<file path="config.mk">
export PLATFORM = sky130hd
export DESIGN_NAME = algo_1r2w_a663_req_sched_flat
export DESIGN_NICKNAME = d
export VERILOG_FILES = /design/src/rtl/algo_1r2w_a663_req_sched_if.sv /design/src/rtl/algo_1r2w_a663_req_sched.sv /design/src/flat_wrapper.sv
export SDC_FILE = /design/constraint.sdc
export NUM_CORES = 1
export LEC_CHECK = 0
export CORE_AREA = 2 2 193 195
export CTS_BUF_LIST = sky130_fd_sc_hd__clkbuf_4
export DETAILED_ROUTE_END_ITERATION = 10
export DIE_AREA = 0 0 195 197
export GPL_TIMING_DRIVEN = 0
export HOLD_SLACK_MARGIN = 0.15
export PLACE_DENSITY = 0.74
export SLEW_MARGIN = 20
export SYNTH_ARGS = -nofsm -noshare
export SYNTH_HDL_FRONTEND = slang
export SYNTH_SLANG_ARGS = --single-unit
</file>
<file path="constraint.sdc">
create_clock -name clk -period 11.3 [get_ports clk]
set_input_delay 2.26 -clock clk [delete_from_list [all_inputs] [get_ports clk]]
set_output_delay 2.26 -clock clk [all_outputs]
set_load 0.005 [all_outputs]
</file>
<file path="src/rtl/algo_1r2w_a663_req_sched_if.sv">
// Bundles the requester-side and memory-side buses of the 1r2w a663 request scheduler.
// The master modport is the environment (requesters plus memory wrapper); slave is the scheduler.
interface algo_1r2w_a663_req_sched_if #(
  parameter int NUMREQ  = 4,
  parameter int WIDTH   = 32,
  parameter int BITADDR = 13
);
  logic [NUMREQ-1:0]         rq_write;
  logic [NUMREQ*BITADDR-1:0] rq_wr_adr;
  logic [NUMREQ*WIDTH-1:0]   rq_din;
  logic [NUMREQ-1:0]         rq_wr_gnt;
  logic [NUMREQ-1:0]         rq_read;
  logic [NUMREQ*BITADDR-1:0] rq_rd_adr;
  logic [NUMREQ-1:0]         rq_rd_gnt;
  logic [NUMREQ-1:0]         rq_rd_vld;
  logic [WIDTH-1:0]          rq_rd_dout;
  logic                      rq_rd_serr;
  logic                      rq_rd_derr;
  logic                      ready;
  logic [1:0]                write;
  logic [2*BITADDR-1:0]      wr_adr;
  logic [2*WIDTH-1:0]        din;
  logic                      read;
  logic [BITADDR-1:0]        rd_adr;
  logic                      rd_vld;
  logic [WIDTH-1:0]          rd_dout;
  logic                      rd_serr;
  logic                      rd_derr;
  logic                      tag_err;

  modport master (
    output rq_write, rq_wr_adr, rq_din, rq_read, rq_rd_adr,
    output ready, rd_vld, rd_dout, rd_serr, rd_derr,
    input  rq_wr_gnt, rq_rd_gnt, rq_rd_vld, rq_rd_dout, rq_rd_serr, rq_rd_derr,
    input  write, wr_adr, din, read, rd_adr, tag_err
  );

  modport slave (
    input  rq_write, rq_wr_adr, rq_din, rq_read, rq_rd_adr,
    input  ready, rd_vld, rd_dout, rd_serr, rd_derr,
    output rq_wr_gnt, rq_rd_gnt, rq_rd_vld, rq_rd_dout, rq_rd_serr, rq_rd_derr,
    output write, wr_adr, din, read, rd_adr, tag_err
  );
endinterface

</file>
<file path="src/rtl/algo_1r2w_a663_req_sched.sv">
// Round-robin scheduler sharing the two write slots and one read slot of the 1r2w a663 wrapper
// among NUMREQ requesters, with a tag pipe that routes each read return back to its issuer.
module algo_1r2w_a663_req_sched #(
  parameter int NUMREQ  = 4,
  parameter int BITREQ  = 2,
  parameter int WIDTH   = 32,
  parameter int BITADDR = 13,
  parameter int RD_LAT  = 3
) (
  input logic clk,
  input logic rst,
  algo_1r2w_a663_req_sched_if.slave bus
);

  logic [BITADDR-1:0] req_wr_adr [NUMREQ];
  logic [BITADDR-1:0] req_rd_adr [NUMREQ];
  logic [WIDTH-1:0]   req_din    [NUMREQ];

  for (genvar g = 0; g < NUMREQ; g++) begin : g_unpack
    assign req_wr_adr[g] = bus.rq_wr_adr[g*BITADDR +: BITADDR];
    assign req_rd_adr[g] = bus.rq_rd_adr[g*BITADDR +: BITADDR];
    assign req_din[g]    = bus.rq_din[g*WIDTH +: WIDTH];
  end

  // NUMREQ need not be a power of two, so wrap by comparing against the last index.
  function automatic logic [BITREQ-1:0] wrap_inc(input logic [BITREQ-1:0] v);
    return (v == BITREQ'(NUMREQ - 1)) ? '0 : v + BITREQ'(1);
  endfunction

  logic [BITREQ-1:0] wr_ptr, rd_ptr;
  logic [BITREQ-1:0] w_scan, r_scan;
  logic              w0_hit, w1_hit, r_hit;
  logic [BITREQ-1:0] w0_idx, w1_idx, r_idx, w_last;
  logic              arb_en;
  logic [NUMREQ-1:0] wr_gnt, rd_gnt;

  assign arb_en = bus.ready && !rst;
  assign w_last = w1_hit ? w1_idx : w0_idx;

  always_comb begin
    w0_hit = 1'b0;
    w1_hit = 1'b0;
    w0_idx = '0;
    w1_idx = '0;
    w_scan = wr_ptr;
    for (int k = 0; k < NUMREQ; k++) begin
      if (arb_en && bus.rq_write[w_scan]) begin
        if (!w0_hit) begin
          w0_hit = 1'b1;
          w0_idx = w_scan;
        end else if (!w1_hit && (req_wr_adr[w_scan] != req_wr_adr[w0_idx])) begin
          w1_hit = 1'b1;
          w1_idx = w_scan;
        end
      end
      w_scan = wrap_inc(w_scan);
    end
  end

  // A read that collides with either granted write address is deferred, not blocking later candidates.
  always_comb begin
    r_hit  = 1'b0;
    r_idx  = '0;
    r_scan = rd_ptr;
    for (int k = 0; k < NUMREQ; k++) begin
      if (arb_en && !r_hit && bus.rq_read[r_scan] &&
          !(w0_hit && (req_rd_adr[r_scan] == req_wr_adr[w0_idx])) &&
          !(w1_hit && (req_rd_adr[r_scan] == req_wr_adr[w1_idx]))) begin
        r_hit = 1'b1;
        r_idx = r_scan;
      end
      r_scan = wrap_inc(r_scan);
    end
  end

  always_comb begin
    wr_gnt = '0;
    rd_gnt = '0;
    if (w0_hit) wr_gnt[w0_idx] = 1'b1;
    if (w1_hit) wr_gnt[w1_idx] = 1'b1;
    if (r_hit)  rd_gnt[r_idx]  = 1'b1;
  end

  assign bus.rq_wr_gnt = wr_gnt;
  assign bus.rq_rd_gnt = rd_gnt;

  logic [1:0]           write_q;
  logic [2*BITADDR-1:0] wr_adr_q;
  logic [2*WIDTH-1:0]   din_q;
  logic                 read_q;
  logic [BITADDR-1:0]   rd_adr_q;

  // Unused write slots keep their last address/data so the memory bus only toggles on real writes.
  always_ff @(posedge clk) begin
    if (rst) begin
      wr_ptr   <= '0;
      rd_ptr   <= '0;
      write_q  <= '0;
      wr_adr_q <= '0;
      din_q    <= '0;
      read_q   <= 1'b0;
      rd_adr_q <= '0;
    end else begin
      if (w0_hit) wr_ptr <= wrap_inc(w_last);
      if (r_hit)  rd_ptr <= wrap_inc(r_idx);
      write_q <= {w1_hit, w0_hit};
      if (w0_hit) begin
        wr_adr_q[0 +: BITADDR] <= req_wr_adr[w0_idx];
        din_q[0 +: WIDTH]      <= req_din[w0_idx];
      end
      if (w1_hit) begin
        wr_adr_q[BITADDR +: BITADDR] <= req_wr_adr[w1_idx];
        din_q[WIDTH +: WIDTH]        <= req_din[w1_idx];
      end
      read_q <= r_hit;
      if (r_hit) rd_adr_q <= req_rd_adr[r_idx];
    end
  end

  assign bus.write  = write_q;
  assign bus.wr_adr = wr_adr_q;
  assign bus.din    = din_q;
  assign bus.read   = read_q;
  assign bus.rd_adr = rd_adr_q;

  // Stage 0 is loaded alongside read_q; after RD_LAT shifts the entry sits in the exit slot
  // exactly in the cycle the memory raises rd_vld for it.
  logic [RD_LAT:0]   tag_v;
  logic [BITREQ-1:0] tag_id [RD_LAT+1];
  logic              exit_v;
  logic [BITREQ-1:0] exit_id;

  assign exit_v  = tag_v[RD_LAT];
  assign exit_id = tag_id[RD_LAT];

  always_ff @(posedge clk) begin
    if (rst) begin
      tag_v <= '0;
      for (int k = 0; k <= RD_LAT; k++) tag_id[k] <= '0;
    end else begin
      tag_v     <= {tag_v[RD_LAT-1:0], r_hit};
      tag_id[0] <= r_idx;
      for (int k = 1; k <= RD_LAT; k++) tag_id[k] <= tag_id[k-1];
    end
  end

  logic [NUMREQ-1:0] rq_rd_vld_q;
  logic [WIDTH-1:0]  rq_rd_dout_q;
  logic              rq_rd_serr_q, rq_rd_derr_q, tag_err_q;

  // A return only fires when memory and tag pipe agree; any disagreement latches tag_err.
  always_ff @(posedge clk) begin
    if (rst) begin
      rq_rd_vld_q  <= '0;
      rq_rd_dout_q <= '0;
      rq_rd_serr_q <= 1'b0;
      rq_rd_derr_q <= 1'b0;
      tag_err_q    <= 1'b0;
    end else begin
      rq_rd_vld_q  <= '0;
      rq_rd_serr_q <= 1'b0;
      rq_rd_derr_q <= 1'b0;
      if (bus.rd_vld && exit_v) begin
        rq_rd_vld_q  <= NUMREQ'(1) << exit_id;
        rq_rd_dout_q <= bus.rd_dout;
        rq_rd_serr_q <= bus.rd_serr;
        rq_rd_derr_q <= bus.rd_derr;
      end
      if (bus.rd_vld != exit_v) tag_err_q <= 1'b1;
    end
  end

  assign bus.rq_rd_vld  = rq_rd_vld_q;
  assign bus.rq_rd_dout = rq_rd_dout_q;
  assign bus.rq_rd_serr = rq_rd_serr_q;
  assign bus.rq_rd_derr = rq_rd_derr_q;
  assign bus.tag_err    = tag_err_q;

endmodule
</file>
<file path="src/flat_wrapper.sv">
// flat-port wrapper written by rule: the top's interface ports become plain ports
module algo_1r2w_a663_req_sched_flat 
#(
  parameter int NUMREQ  = 4,
  parameter int BITREQ  = 2,
  parameter int WIDTH   = 32,
  parameter int BITADDR = 13,
  parameter int RD_LAT  = 3
)
  (clk, rst, bus_rq_write, bus_rq_wr_adr, bus_rq_din, bus_rq_read, bus_rq_rd_adr, bus_ready, bus_rd_vld, bus_rd_dout, bus_rd_serr, bus_rd_derr, bus_rq_wr_gnt, bus_rq_rd_gnt, bus_rq_rd_vld, bus_rq_rd_dout, bus_rq_rd_serr, bus_rq_rd_derr, bus_write, bus_wr_adr, bus_din, bus_read, bus_rd_adr, bus_tag_err);
  algo_1r2w_a663_req_sched_if #(.NUMREQ(NUMREQ), .WIDTH(WIDTH), .BITADDR(BITADDR)) bus_i ();
  input logic clk;
  input logic rst;
  input wire logic [$bits(bus_i.rq_write)-1:0] bus_rq_write;
  input wire logic [$bits(bus_i.rq_wr_adr)-1:0] bus_rq_wr_adr;
  input wire logic [$bits(bus_i.rq_din)-1:0] bus_rq_din;
  input wire logic [$bits(bus_i.rq_read)-1:0] bus_rq_read;
  input wire logic [$bits(bus_i.rq_rd_adr)-1:0] bus_rq_rd_adr;
  input wire logic [$bits(bus_i.ready)-1:0] bus_ready;
  input wire logic [$bits(bus_i.rd_vld)-1:0] bus_rd_vld;
  input wire logic [$bits(bus_i.rd_dout)-1:0] bus_rd_dout;
  input wire logic [$bits(bus_i.rd_serr)-1:0] bus_rd_serr;
  input wire logic [$bits(bus_i.rd_derr)-1:0] bus_rd_derr;
  output wire logic [$bits(bus_i.rq_wr_gnt)-1:0] bus_rq_wr_gnt;
  output wire logic [$bits(bus_i.rq_rd_gnt)-1:0] bus_rq_rd_gnt;
  output wire logic [$bits(bus_i.rq_rd_vld)-1:0] bus_rq_rd_vld;
  output wire logic [$bits(bus_i.rq_rd_dout)-1:0] bus_rq_rd_dout;
  output wire logic [$bits(bus_i.rq_rd_serr)-1:0] bus_rq_rd_serr;
  output wire logic [$bits(bus_i.rq_rd_derr)-1:0] bus_rq_rd_derr;
  output wire logic [$bits(bus_i.write)-1:0] bus_write;
  output wire logic [$bits(bus_i.wr_adr)-1:0] bus_wr_adr;
  output wire logic [$bits(bus_i.din)-1:0] bus_din;
  output wire logic [$bits(bus_i.read)-1:0] bus_read;
  output wire logic [$bits(bus_i.rd_adr)-1:0] bus_rd_adr;
  output wire logic [$bits(bus_i.tag_err)-1:0] bus_tag_err;
  assign bus_i.rq_write = bus_rq_write;
  assign bus_i.rq_wr_adr = bus_rq_wr_adr;
  assign bus_i.rq_din = bus_rq_din;
  assign bus_i.rq_read = bus_rq_read;
  assign bus_i.rq_rd_adr = bus_rq_rd_adr;
  assign bus_i.ready = bus_ready;
  assign bus_i.rd_vld = bus_rd_vld;
  assign bus_i.rd_dout = bus_rd_dout;
  assign bus_i.rd_serr = bus_rd_serr;
  assign bus_i.rd_derr = bus_rd_derr;
  assign bus_rq_wr_gnt = bus_i.rq_wr_gnt;
  assign bus_rq_rd_gnt = bus_i.rq_rd_gnt;
  assign bus_rq_rd_vld = bus_i.rq_rd_vld;
  assign bus_rq_rd_dout = bus_i.rq_rd_dout;
  assign bus_rq_rd_serr = bus_i.rq_rd_serr;
  assign bus_rq_rd_derr = bus_i.rq_rd_derr;
  assign bus_write = bus_i.write;
  assign bus_wr_adr = bus_i.wr_adr;
  assign bus_din = bus_i.din;
  assign bus_read = bus_i.read;
  assign bus_rd_adr = bus_i.rd_adr;
  assign bus_tag_err = bus_i.tag_err;
  algo_1r2w_a663_req_sched #(.NUMREQ(NUMREQ), .BITREQ(BITREQ), .WIDTH(WIDTH), .BITADDR(BITADDR), .RD_LAT(RD_LAT)) u_core (.clk(clk), .rst(rst), .bus(bus_i));
endmodule
</file>
[Word level (Yosys, flattened, before mapping)]
Memories as Yosys holds them, arrays and structs flattened.
Index checks and enable logic that the tools add are counted.
Storage, ports and cells
  output and inout bits: 153
  memories kept: 1
  logic and storage cells: 263
  memory bits (writable): 8
  input bits: 278
  register bits: 153
Cells by class
  $add $sub $neg: 8
  order comparisons: 27
  equality and inequality tests: 20
  bitwise operators: 19
  multiplexer cells: 123
  reductions and logical operators: 49
  shifts and indexed selects: 1
Memories
  u_core.tag_id: words 4, bits a word 2, rd ports 4, clocked after Yosys merged registers in 0, write ports 4, line algo_1r2w_a663_req_sched.sv:129  | logic [BITREQ-1:0] tag_id [RD_LAT+1];
Operators with widths (count)
  binary-select mux 13 bit (select 2 bit): 13
  2-to-1 mux 13 bit: 26
  binary-select mux 32 bit (select 2 bit): 2
  2-to-1 mux 32 bit: 4
  == test 13 bit: 8
  2-to-1 mux 2 bit: 33
  >= comparator 3 bit (second input constant): 13
  inequality test 13 bit: 3
  inverter 2 -> 3 bit: 13
  logical AND 1 bit: 34
  < comparator 2 x 3 -> 1 bit (second input constant): 11
  2-to-1 mux 1 bit: 31
  adder 2 x 1 -> 2 bit (second input constant): 8
  binary-select mux 1 bit (select 2 bit): 8
  == test 2 bit (second input constant): 8
  logical NOT 1 bit: 14
  2-to-1 mux 4 bit: 3
  demux 1 bit (select 2 bit): 3
  >= comparator 2 x 1 -> 1 bit (second input constant): 3
  OR 1 bit: 4
  OR 4 bit: 1
  left shift 1 x 2 -> 4 bit (first input constant): 1
  OR reduction 2 bit: 1
  inequality test 1 bit: 1
  inverter 1 bit: 1

[Depth between registers and ports, before layout]
Gate-level depths: netlist (run 1).
  depth after elaboration: 54
  gate-level depth with buffers: 31
  gate-level depth less buffers: 22

[Worst setup path before layout (run 1)]
OpenSTA, ideal clock, no wires.
  path type: input-to-output
  start: in bus_ready
  end: out bus_rq_rd_gnt[0]
  stages on the path: 24
  buffers on the path: 5
  required time: 9040 ps
  setup slack: 1169 ps
  arrival: 7871 ps
  path through: buf_2 -> or3b_1 -> o211ai_1 -> o31a_1 -> buf_2 -> nand2_1 -> clkbuf_1 -> or4_1 -> nand4_1 -> nand4b_1 -> or4_1 -> buf_2 -> a311oi_4 -> a211oi_1 -> a21o_1 -> a22o_1 -> or4_1 -> or4_4 -> o211ai_2 -> a32oi_1 -> nand2_1 -> clkbuf_1 -> ha_1 -> nor2b_1
Between the ends
  cells in the longest elaborated chain, start to end: 53
  elaborated cells on any way between the ends: 117
RTL lines
  from (decl): line flat_wrapper.sv:19  | input wire logic [$bits(bus_i.ready)-1:0] bus_ready;
  logical AND 1 bit (*): line algo_1r2w_a663_req_sched.sv:37  | assign arb_en = bus.ready && !rst;
  logical AND 1 bit: line algo_1r2w_a663_req_sched.sv:47  | if (arb_en && bus.rq_write[w_scan]) begin
  2-to-1 mux 2 bit: line algo_1r2w_a663_req_sched.sv:47
  inverter 2 -> 3 bit (implied by the code): line algo_1r2w_a663_req_sched.sv:51  | end else if (!w1_hit && (req_wr_adr[w_scan] != req_wr_adr[w0_idx])) begin
  binary-select mux 13 bit (select 2 bit): line algo_1r2w_a663_req_sched.sv:51
  2-to-1 mux 13 bit (implied by the code) (2 in series): line algo_1r2w_a663_req_sched.sv:51
  inequality test 13 bit: line algo_1r2w_a663_req_sched.sv:51
  2-to-1 mux 1 bit: line algo_1r2w_a663_req_sched.sv:51
  [... 34 more ...]
  logical AND 1 bit (3 in series): line algo_1r2w_a663_req_sched.sv:66  | if (arb_en && !r_hit && bus.rq_read[r_scan] &&
  logical AND 1 bit: line algo_1r2w_a663_req_sched.sv:67  | !(w0_hit && (req_rd_adr[r_scan] == req_wr_adr[w0_idx])) &&
  2-to-1 mux 2 bit: line algo_1r2w_a663_req_sched.sv:66
  < comparator 2 x 3 -> 1 bit (implied by the code) or >= comparator 2 x 1 -> 1 bit (tied branches): line algo_1r2w_a663_req_sched.sv:81  | if (r_hit) rd_gnt[r_idx] = 1'b1;
  logical AND 1 bit (implied by the code): line algo_1r2w_a663_req_sched.sv:81
  2-to-1 mux 1 bit (implied by the code): line algo_1r2w_a663_req_sched.sv:81
  demux 1 bit (select 2 bit)
  2-to-1 mux 4 bit (*): line algo_1r2w_a663_req_sched.sv:81
  to (decl): line flat_wrapper.sv:25  | output wire logic [$bits(bus_i.rq_rd_gnt)-1:0] bus_rq_rd_gnt;
Every way passes the cells marked *; elsewhere a longest branch is shown, timed or not. The select of a mux whose other input is x is not followed.

[Worst setup path after layout (run 1)]
  start: in bus_rq_wr_adr[10]
  end: out bus_rq_rd_gnt[1]
Between the ends
  cells in the longest elaborated chain, start to end: 49
  elaborated cells on any way between the ends: 105
RTL lines
  from (decl): line flat_wrapper.sv:15  | input wire logic [$bits(bus_i.rq_wr_adr)-1:0] bus_rq_wr_adr;
  binary-select mux 13 bit (select 2 bit): line algo_1r2w_a663_req_sched.sv:51
  2-to-1 mux 13 bit (implied by the code) (2 in series): line algo_1r2w_a663_req_sched.sv:51
  inequality test 13 bit: line algo_1r2w_a663_req_sched.sv:51
  2-to-1 mux 1 bit: line algo_1r2w_a663_req_sched.sv:51
  2-to-1 mux 1 bit: line algo_1r2w_a663_req_sched.sv:48  | if (!w0_hit) begin
  2-to-1 mux 1 bit: line algo_1r2w_a663_req_sched.sv:47
  logical NOT 1 bit: line algo_1r2w_a663_req_sched.sv:51
  logical AND 1 bit: line algo_1r2w_a663_req_sched.sv:51
  [... 33 more ...]
  logical AND 1 bit: line algo_1r2w_a663_req_sched.sv:67
  2-to-1 mux 2 bit (*): line algo_1r2w_a663_req_sched.sv:66
  net u_core.r_idx[1]: line algo_1r2w_a663_req_sched.sv:33  | logic [BITREQ-1:0] w0_idx, w1_idx, r_idx, w_last;
  < comparator 2 x 3 -> 1 bit (implied by the code) or >= comparator 2 x 1 -> 1 bit (tied branches): line algo_1r2w_a663_req_sched.sv:81
  logical AND 1 bit (implied by the code): line algo_1r2w_a663_req_sched.sv:81
  2-to-1 mux 1 bit (implied by the code): line algo_1r2w_a663_req_sched.sv:81
  demux 1 bit (select 2 bit) (*)
  2-to-1 mux 4 bit (*): line algo_1r2w_a663_req_sched.sv:81
The timed path passes the listed nets; every way through them passes the cells marked *. The select of a mux whose other input is x is not followed.

==> results of run 1 <==
-- area by class of cell --
cell class / count / area [µm²] / area share (%)
multi-input combinational: 1645 / 12500 / 55.5
timing repair buffer: 474 / 4590 / 20.4
sequential: 160 / 3200 / 14.3
buffer: 205 / 1090 / 4.84
tap: 468 / 586 / 2.61
clock inverter: 15 / 201 / 0.898
inverter: 49 / 184 / 0.820
clock buffer: 17 / 128 / 0.569
antenna: 2 / 5.00 / 0.0223
-- worst paths after layout --
| kind | start | to | slack, ns | depth (start not counted) |
|---|---|---|---|---|
| max reg2reg | u_core.wr_ptr[1] | u_core.bus.rd_adr[7] | 2.95 | 34 |
| max | bus_rq_wr_adr[10] | bus_rq_rd_gnt[1] | 0.19 | 27 |
| min | u_core.tag_id[0][1] | u_core.tag_id[0][3] | 0.46 | 1 |
| min reg2reg | u_core.tag_id[0][1] | u_core.tag_id[0][3] | 0.46 | 1 |
-- report_power, final --
part / total [mW] / internal [mW] / switching [mW]
clock: 0.410 / 0.161 / 0.248
combinational: 4.47 / 1.83 / 2.64
sequential: 0.837 / 0.728 / 0.109
-- metrics by stage --
stage	hold slack [ns]	power [mW]	area [µm²]	setup WS [ns]	setup TNS [ns]
6_report	0.462	5.72	22400	0.192	0
5_1_grt	0.470	5.95	22400	0.179	0
4_1_cts	0.450	5.45	22000	0.0103	0
3_5_place_dp	0.429	4.80	20700	-2.76	-11.43
3_3_place_gp	0.425	4.76	20700	-3.05	-15.45
2_1_floorplan	0.414	3.36	16100	1.17	0
-- metal layers --
metal | global-route usage, % | part of all wire [%] | vias up
met1 | 56.5 | 37 | 9823
met4 | 28.0 | 7.4 | 2
li1 | - | - | 8833
met5 | 0 | 0.018 | -
met3 | 15.5 | 13 | 483
met2 | 67.2 | 42 | 1720
-- state kept, by name, indices dropped and copies added, names as in the netlist --
register / count
u_core.rd_ptr: 2
u_core.bus.write: 2
u_core.bus.rq_rd_derr: 1
u_core.bus.rq_rd_vld: 4
u_core.bus.tag_err: 1
u_core.bus.wr_adr: 26
u_core.tag_id: 8
u_core.bus.din: 64
u_core.bus.rq_rd_serr: 1
u_core.wr_ptr: 2
u_core.bus.rd_adr: 13
u_core.tag_v: 4
u_core.bus.rq_rd_dout: 32
-- cells in the mapped netlist, types with 29 or more instances --
master | instances | area (µm²)
sky130_fd_sc_hd__inv_1 | 46 | 173
sky130_fd_sc_hd__nor3_1 | 29 | 145
sky130_fd_sc_hd__o21ai_0 | 69 | 345
sky130_fd_sc_hd__xnor2_1 | 51 | 447
sky130_fd_sc_hd__nor2_1 | 153 | 574
sky130_fd_sc_hd__mux4_2 | 48 | 1080
sky130_fd_sc_hd__dfxtp_1 | 160 | 3200
sky130_fd_sc_hd__mux2i_1 | 174 | 1740
sky130_fd_sc_hd__a221oi_1 | 35 | 307
sky130_fd_sc_hd__buf_2 | 32 | 160
sky130_fd_sc_hd__clkbuf_1 | 131 | 492
sky130_fd_sc_hd__nor2b_1 | 53 | 332
sky130_fd_sc_hd__a211oi_1 | 138 | 1040
sky130_fd_sc_hd__o22ai_1 | 31 | 194
sky130_fd_sc_hd__a21oi_1 | 127 | 636
sky130_fd_sc_hd__nand2_1 | 245 | 920
sky130_fd_sc_hd__nand3_1 | 33 | 165
-- repair_timing --
action / 4_1_cts / 5_1_grt
gates resized for setup: 157 / 80
pin swaps: 38 / 32
hold endpoints to repair: 0 / 0
cloned: 0 / 1
buffers inserted: 47 / 23
setup endpoints to repair: 7 / 4
-- critical path, cell delays in order --
cell and delay, ns:
sky130_fd_sc_hd__clkdlybuf4s50_1 0.50, sky130_fd_sc_hd__clkbuf_1 0.86, sky130_fd_sc_hd__o21ai_0 0.22, sky130_fd_sc_hd__a32oi_1 0.25, sky130_fd_sc_hd__xor2_1 0.19, sky130_fd_sc_hd__nand3_1 0.14
sky130_fd_sc_hd__o41ai_4 0.43, sky130_fd_sc_hd__nor2_1 0.17, sky130_fd_sc_hd__buf_2 0.24, sky130_fd_sc_hd__nor2_1 0.11, sky130_fd_sc_hd__and4_1 0.23, sky130_fd_sc_hd__buf_4 0.20
sky130_fd_sc_hd__nor2_1 0.09, sky130_fd_sc_hd__buf_6 0.19, sky130_fd_sc_hd__a222oi_1 0.61, sky130_fd_sc_hd__buf_4 0.25, sky130_fd_sc_hd__xor2_1 0.08, sky130_fd_sc_hd__a2111oi_2 0.35
sky130_fd_sc_hd__and4_4 0.32, sky130_fd_sc_hd__o21bai_1 0.09, sky130_fd_sc_hd__o22a_1 0.23, sky130_fd_sc_hd__a21oi_4 0.18, sky130_fd_sc_hd__buf_8 0.13, sky130_fd_sc_hd__inv_1 0.05
sky130_fd_sc_hd__ha_1 0.18, sky130_fd_sc_hd__nor2b_1 0.12, sky130_fd_sc_hd__dlymetal6s2s_1 0.16
-- cells by family after synthesis --
group / Yosys count
xor gates and xnor gates: 76
AOI/OAI and AO/OA: 644
and+or+nand+nor: 674
adders and majority gates: 7
buffers and inverters: 258
DFF: 160
muxes: 244
==> impl_metrics.tcl, run 1 <==
set metrics [dict create \
    avgViaCountPerCell 6.87 \
    power_per_cell_area_nw_per_um2 255 \
    place.port_buffers 401 \
    crit_path_end_kind "output port" \
    synth.ff_latch_count 160 \
    worstSetupStartpointType "input pin" \
    worstMarginPinSlew_ns 1.14 \
    gate_count_post_synth 2063 \
    fp-row-count 70 \
    grt_start_max_net_pins 17 \
    coreArea_um2 36300 \
    final_common_cell "sky130_fd_sc_hd__clkdlybuf4s50_1" \
    layout_common_cells "sky130_fd_sc_hd__clkdlybuf4s50_1 (386), sky130_fd_sc_hd__nand2_1 (241), sky130_fd_sc_hd__mux2i_1 (169)" \
    synth-seq-area-share_pct 19.9 \
    yosys.area_share.adder_pct 0.544 \
    grtUsageTotal_pct 45.3 \
    worst_ep_arrival_ns 8.85 \
    route.detailed.wl_per_inst_um 29.9 \
    ys_warn_count 0 \
    net_count_final 2837 \
    detailedPlacementHpwl_mm 67.8 \
    global_route.overflow_total 0 \
    initial_core_util_pct 44.4 \
    io_pins 431 \
    post_layout_instance_count_excluding_filler_cells 3035 \
    synth_top_family_by_area "compound AO/OA/AOI/OAI gates" \
    synth_enable_flop_cells 0 \
    final_hold_viol_count 0 \
    globalplace.congestion 1.10 \
    yosys.area_share.simple_pct 20.4 \
    setup_repair_after_global_routing_missed_its_margin "false" \
    clock_tree_from_tritoncts "yes" \
    number_of_distinct_library_cells_after_synthesis 101 \
    antenna_found_initial 4 \
    synth_xor_area_share_pct 4.14 \
    grt_first_pass_wirelength_mm 130 \
    layout.core_utilization_pct 61.9 \
    synth_fp_nets 2348 \
    ir_worst_vdd_v 0.000179 \
    drt_pass1_iterations 8 \
    holdBufCountCts 0 \
    htree_num_levels 4 \
    max_clock_freq_mhz 90.0 \
    clkSinkCount 160 \
    filler_cell_count 3280 \
    post_route_cells_drive_above_1_share_pct 14.3 \
    power.leakage_nw 8.36 \
    postSynth.topFlopCell "sky130_fd_sc_hd__dfxtp_1" \
    max_slew_margin_pct 23.8 \
    synthArstFlopShare_pct 0 \
    antenna_viol_nets_final 0 \
    run_status "complete, no violations" \
    finalClockSkew_ns 0.0198 \
    floorplan.die_area_um2 38400 \
    min_period_ns 11.11 \
    post-route-period-util_pct 98.3 \
    synth_mux_area_share_pct 19.1 \
    worst-setup-path-type "in2out" \
    cts.root.buffer_cell "sky130_fd_sc_hd__clkbuf_4" \
    tritoncts.num_buffers 17 \
    netlist_area_um2 16100 \
    die_x_um 195 \
    first_global_vias 20000 \
    detail_route.drc_violations 0 \
    synth_compound_gate_area_share_pct 29.0 \
    worstSkewPairLatency_ns 0.61 \
    final-setup-viol-count 0 \
    req_time_crit_path_ns 9.04 \
    synth.avg_cell_area_um2 7.80 \
    maxCapViolations 0 \
    final_max_slew_viol_count 0 \
    detailed_router_s_first_iteration_violation_count 2911 \
    cts_buffer_depth 2 \
    finalWirelength_mm 90.8 \
    cp_max_fo 10 \
    dp.cells 2934 \
    hp-class "reg2reg" \
    fp.dieH_um 197 \
    clk_transition_reported_paths_ns 0.17 \
    flow.area_growth_from_synthesis_pct 39.4 \
    detailroute.via_count 20900 \
]
(Power assumes the default switching activity.)
==> run 2, diff against run 1 <==
Settings changed: SKIP_CTS_REPAIR_TIMING from default to 1.
Clock period 11.3 ns to 13.9 ns, I/O delays scaled along.
==> run 2 against run 1 <==
Register-to-register slack better by 2.2 ns. Utilization decreased by 3.0 points. Total power down 22%. First-iteration DRC count about the same. Combinational power decreased by 23%. Design area decreased by 4.9%. Critical path depth up 1. Flip-flop and latch count unchanged. Worst hold slack got worse by 0.0026 ns. Global-route usage fell by 1.1 points. Non-clock buffer count decreased by 56. Setup slack got worse by 0.039 ns. Critical endpoint is now bus_rq_rd_gnt[2]. Largest cell class unchanged. Largest power group unchanged. Highest routed layer is now met4.
==> impl_metrics.tcl, run 2 (same netlist as run 1, synthesis figures left out) <==
set metrics [dict create \
    final_cell_area_um2 21300 \
    floorplan.die_area_um2 38400 \
    globalplace.congestion 1.10 \
    min_period_ns 13.75 \
    coreArea_um2 36300 \
    final_hold_viol_count 0 \
    initial_core_util_pct 44.4 \
    placed_cell_area_um2 20700 \
    crit_path_end_kind "output port" \
    final_common_cell "sky130_fd_sc_hd__clkdlybuf4s50_1" \
    cts.root.buffer_cell "sky130_fd_sc_hd__clkbuf_4" \
    worstSetupStartpointType "input pin" \
    finalWirelength_mm 88.9 \
    final-setup-viol-count 0 \
    cts_buffer_depth 2 \
    tritoncts.num_buffers 17 \
    io_pins 431 \
    post-route-period-util_pct 98.9 \
    cp_max_fo 11 \
    fp-row-count 70 \
    worst-setup-path-type "in2out" \
    net-switching-power_mw 2.35 \
    finalClockSkew_ns 0.0141 \
    route.detailed.wl_per_inst_um 29.8 \
    worstSkewPairLatency_ns 0.62 \
    run_status "complete, no violations" \
    post_route_cells_drive_above_1_share_pct 9.33 \
    max_ffs_per_register 64 \
    die_x_um 195 \
    pint_mw 2.08 \
    grt_first_pass_wirelength_mm 127 \
    worst-r2r-cell-count 31 \
    maxCapViolations 0 \
    worst_ep_arrival_ns 10.97 \
    power.clock.fraction_pct 7.5 \
    fp.dieH_um 197 \
    clk_transition_reported_paths_ns 0.15 \
    max_slew_margin_pct 23.9 \
    antenna_viol_nets_final 0 \
    global_route.overflow_total 0 \
    setup_total_negative_slack_ns 0 \
    ir_worst_vdd_v 0.000142 \
    avgViaCountPerCell 6.86 \
    fin_worst_hold_slack_ns 0.459 \
    antenna_found_initial 3 \
    clkSinkCount 160 \
    layout.core_utilization_pct 58.8 \
    worstMarginPinSlew_ns 1.14 \
    detailedPlacementHpwl_mm 67.8 \
    clock_tree_from_tritoncts "yes" \
    layout_common_cells "sky130_fd_sc_hd__clkdlybuf4s50_1 (401), sky130_fd_sc_hd__nand2_1 (244), sky130_fd_sc_hd__mux2i_1 (173)" \
    min_path_cells 2 \
    power.leakage_nw 7.80 \
    drt_pass1_iterations 7 \
    detail_route.drc_violations 0 \
    req_time_crit_path_ns 11.12 \
    htree_num_levels 4 \
    final_max_slew_viol_count 0 \
    power_per_cell_area_nw_per_um2 208 \
    detailed_router_s_first_iteration_violation_count 2909 \
    setup_repair_after_global_routing_missed_its_margin "false" \
    net_count_final 2781 \
    flow.area_growth_from_synthesis_pct 32.6 \
    comb_power_share_pct 77.2 \
    switching_share_pct 53.0 \
    place.port_buffers 401 \
    seq_power_share_pct 15.3 \
    grt_start_max_net_pins 17 \
    grtUsageTotal_pct 44.2 \
    detailroute.via_count 20400 \
    first_global_vias 19500 \
    report.power.total_mw 4.43 \
    hp-class "reg2reg" \
    max_clock_freq_mhz 72.7 \
]
## run 2: changes by cell type in the layout (fill, tap and decap cells not counted), sizes merged
| cell | change |
|---|---|
| buf | -64 |
| clkdlybuf4s50 | +15 |
| dlymetal6s2s | -8 |
| clkbuf | +2 |
| diode | +2 |
| dlygate4sd2 | -1 |
## run 2: path summary, 6_finish.rpt
| path | to | slack (ns) | from |
|---|---|---|---|
| max | bus_rq_rd_gnt[2] | 0.15 | bus_ready |
| min | u_core.bus.rq_rd_vld[2] | 0.46 | u_core.tag_id[0][7] |
| max reg2reg | u_core.bus.rd_adr[8] | 5.16 | u_core.wr_ptr[1] |
| min reg2reg | u_core.bus.rq_rd_vld[2] | 0.46 | u_core.tag_id[0][7] |
## run 2: routing by layer
layer  share of wire (%)  GRT usage (%)  vias to the layer above
met5                   0              0                        -
met4                 7.2           27.7                        0
met3                  13           14.4                      456
met2                  42           65.4                     1680
met1                  37           55.6                     9582
li1                    -              -                     8723
## run 2: area by class of cell
cell class | count | area [µm²]
tap | 468 | 586
multi-input combinational | 1645 | 12000
sequential | 160 | 3200
clock buffer | 17 | 128
fill | 3405 | 14900
clock inverter | 15 | 201
antenna | 4 | 10.0
buffer | 209 | 950
timing repair buffer | 414 | 4110
inverter | 49 | 184
## run 2: critical path, cell delays in order
cell and delay (ns):
sky130_fd_sc_hd__clkdlybuf4s50_1 0.49, sky130_fd_sc_hd__buf_2 0.19, sky130_fd_sc_hd__or3b_1 0.43, sky130_fd_sc_hd__o211ai_1 0.30
sky130_fd_sc_hd__o31a_1 0.19, sky130_fd_sc_hd__buf_2 0.27, sky130_fd_sc_hd__and2_1 0.29, sky130_fd_sc_hd__buf_2 0.27
sky130_fd_sc_hd__clkbuf_4 0.29, sky130_fd_sc_hd__a211oi_1 0.09, sky130_fd_sc_hd__o21ai_0 0.29, sky130_fd_sc_hd__nand4b_1 0.14
sky130_fd_sc_hd__or4_1 0.60, sky130_fd_sc_hd__buf_2 0.21, sky130_fd_sc_hd__a311oi_4 0.39, sky130_fd_sc_hd__a21oi_4 0.10
sky130_fd_sc_hd__buf_4 0.21, sky130_fd_sc_hd__a32o_1 0.37, sky130_fd_sc_hd__a221o_1 0.41, sky130_fd_sc_hd__nor4_1 0.35
sky130_fd_sc_hd__nand4_1 0.37, sky130_fd_sc_hd__and2_1 0.35, sky130_fd_sc_hd__a211o_1 0.30, sky130_fd_sc_hd__nand2_2 0.17
sky130_fd_sc_hd__clkbuf_4 0.27, sky130_fd_sc_hd__ha_1 0.17, sky130_fd_sc_hd__nor2b_1 0.14, sky130_fd_sc_hd__clkdlybuf4s50_1 0.51
## run 2: power by group through the flow
stage               sequential (mW)  clock (mW)  combinational, mW
floorplan                     0.674           0               2.06
finish                        0.680       0.333               3.42
global placement              0.680           0               3.19
CTS                           0.673       0.335               3.24
detailed placement            0.681           0               3.22
global route                  0.690       0.354               3.58
## run 2: metrics by stage
stage / cells / worst slack, ns
CTS: 2966 / -1.28
detailed placement: 2934 / -1.20
floorplan: 2063 / 2.73
global route: 2978 / 0.0194
global placement: 2932 / -1.49
finish: 2981 / 0.152
==> patch: new RTL, config.mk and constraints of run 1 <==
Make the reset (`rst`) asynchronous in 3 clocked blocks.
--- a/src/rtl/algo_1r2w_a663_req_sched.sv
+++ b/src/rtl/algo_1r2w_a663_req_sched.sv
@@ -93,3 +93,3 @@
   // Unused write slots keep their last address/data so the memory bus only toggles on real writes.
-  always_ff @(posedge clk) begin
+  always_ff @(posedge clk or posedge rst) begin
     if (rst) begin
@@ -135,3 +135,3 @@
 
-  always_ff @(posedge clk) begin
+  always_ff @(posedge clk or posedge rst) begin
     if (rst) begin
@@ -151,3 +151,3 @@
   // A return only fires when memory and tag pipe agree; any disagreement latches tag_err.
-  always_ff @(posedge clk) begin
+  always_ff @(posedge clk or posedge rst) begin
     if (rst) begin
Behaviour: not the same (a bounded check fails within 4 cycles, from zero or initial values and one cycle with rst high; the reset may be asserted at any time).
==> patch against run 1 <==
The run now ends with negative setup slack left; total power is 35% higher; setup slack worse by 0.22 ns; hold slack worse by 0.094 ns; cell area is 1.6% higher; sequential cell count stayed put; wire length is 12% lower; sequential share of layout area is 3.3 points higher; synthesized area is 2.2% higher; largest cell class unchanged.
==> patch: results (changes against run 1) <==
Power and ir drop
  – Leak pwr: 8.79 nW (+5.1%)
  – Sequential power share: 13.5% (-1.1 points)
  – Sw frac: 52.8% (+0.31 points)
  – Tot Pwr: 7.69 mW (+35%)
  – Power share of the clock group: 5.0% (-2.2 points)

Min path
  – End of the worst hold path: u_core.exit_id[1]$_DFF_PP0_
  – Worst hold path depth: 0 (-1)

Worst setup path
  – Worst r2r path cells: 26 (-24%)
  – Setup slack, reg-to-reg: 3.01 ns (+0.06 ns)
  – End of the worst register-to-register path: u_core.bus.rd_adr[1]$_DFFE_PP0P_
  – Worst R2R Start: u_core.wr_ptr[0]$_DFFE_PP0P_
  – Crit path capture: bus_rq_rd_gnt[3]
  – Crit-path max cell delay: 0.79 ns (-0.07 ns)
  – Worst path slowest cell: clkdlybuf4s50_1
  – CP arrival: 9.07 ns (+0.22 ns)
  – Cell family with the largest share of critical-path delay: compound AO/OA/AOI/OAI gates
  – Max FO, Critical Path: 6 (-4)

Place
  – Placed inst area: 0.0212 mm² (+2.2%)
  – Dpl ws: -2.06 ns (+0.702 ns)
  – Port buffer count: 409 (+2.0%)
  – Routability Congestion: 1.04 (-5.1%)

Global route
  – Largest net degree at the start of global routing: 86 (+69)
  – Total routing usage reported by global routing: 40.2% (-5.2 points)
  – First-pass GRT wire length: 115 mm (-11%)
  – Vias in the first global route: 17,700 (-12%)

Logic synthesis
  – Post-synthesis xor/xnor area fraction: 7.88% (+3.7 points)
  – Synth Flop Type: dfrtp_1
  – Asr flop ratio synth: 100% (+100 points)
  – Synth unique cells: 98 (-3.0%)
  – Adder-cell share of the synthesized area: 0.532% (-0.012 points)
  – Synth top area cells: dfrtp_1, mux2i_1, mux2_2, mux4_2, xnor2_1
  – Synth Net Count: 2,200 (-6.3%)

Timing
  – # setup viols final: 3 (+3)
  – Clock skew: 0.0340 ns (+0.0142 ns)
  – Relative slew margins: 27.9% (+4.1 points)
  – Post-route worst setup slack: -0.0275 ns (-0.219 ns)

Routing
  – Detailed Route Iter0 Violations: 2,469 (-15%)
  – Vias: 18,800 (-10%)
  – Routed wire per std cell: 27.5 µm (-8.3%)

Final layout
  – Final nets: 2,706 (-4.6%)
  – Share of layout cells above drive strength 1: 17.4% (+3.1 points)

Clock network
  – Setup bufs post-CTS: 45 (-4.3%)

Outcome
  – Status: complete, but fails checks
  – Failing checks: negative setup slack
patch: layout make-up:
type	instances	area (µm²)
antenna	9	22.5
buffer	151	774
clock buffer	18	135
clock inverter	14	155
fill	3236	13500
inverter	38	150
multi-input combinational	1564	12200
sequential	160	4000
tap	468	586
timing repair buffer	489	4770
patch: routing by layer:
layer / vias to the layer above / track usage [%] / wire length [µm] / part of all wire [%]
li1: 8014 / - / - / -
met1: 8991 / 51.2 / 30200 / 38
met2: 1464 / 64.0 / 35700 / 45
met3: 284 / 10.2 / 9590 / 12
met4: 0 / 19.2 / 4450 / 5.6
met5: - / 0 / 0 / 0
patch: through the flow:
stage	hold WS, ns	util [%]	instances	TNS, ns
global route	0.371	62.9	2908	-0.0221
finish	0.367	62.9	2911	-0.0466
detailed placement	0.335	58.4	2793	-9.38
CTS	0.367	61.6	2870	0
floorplan	0.331	-	1915	0
global placement	0.332	58.3	2792	-9.72
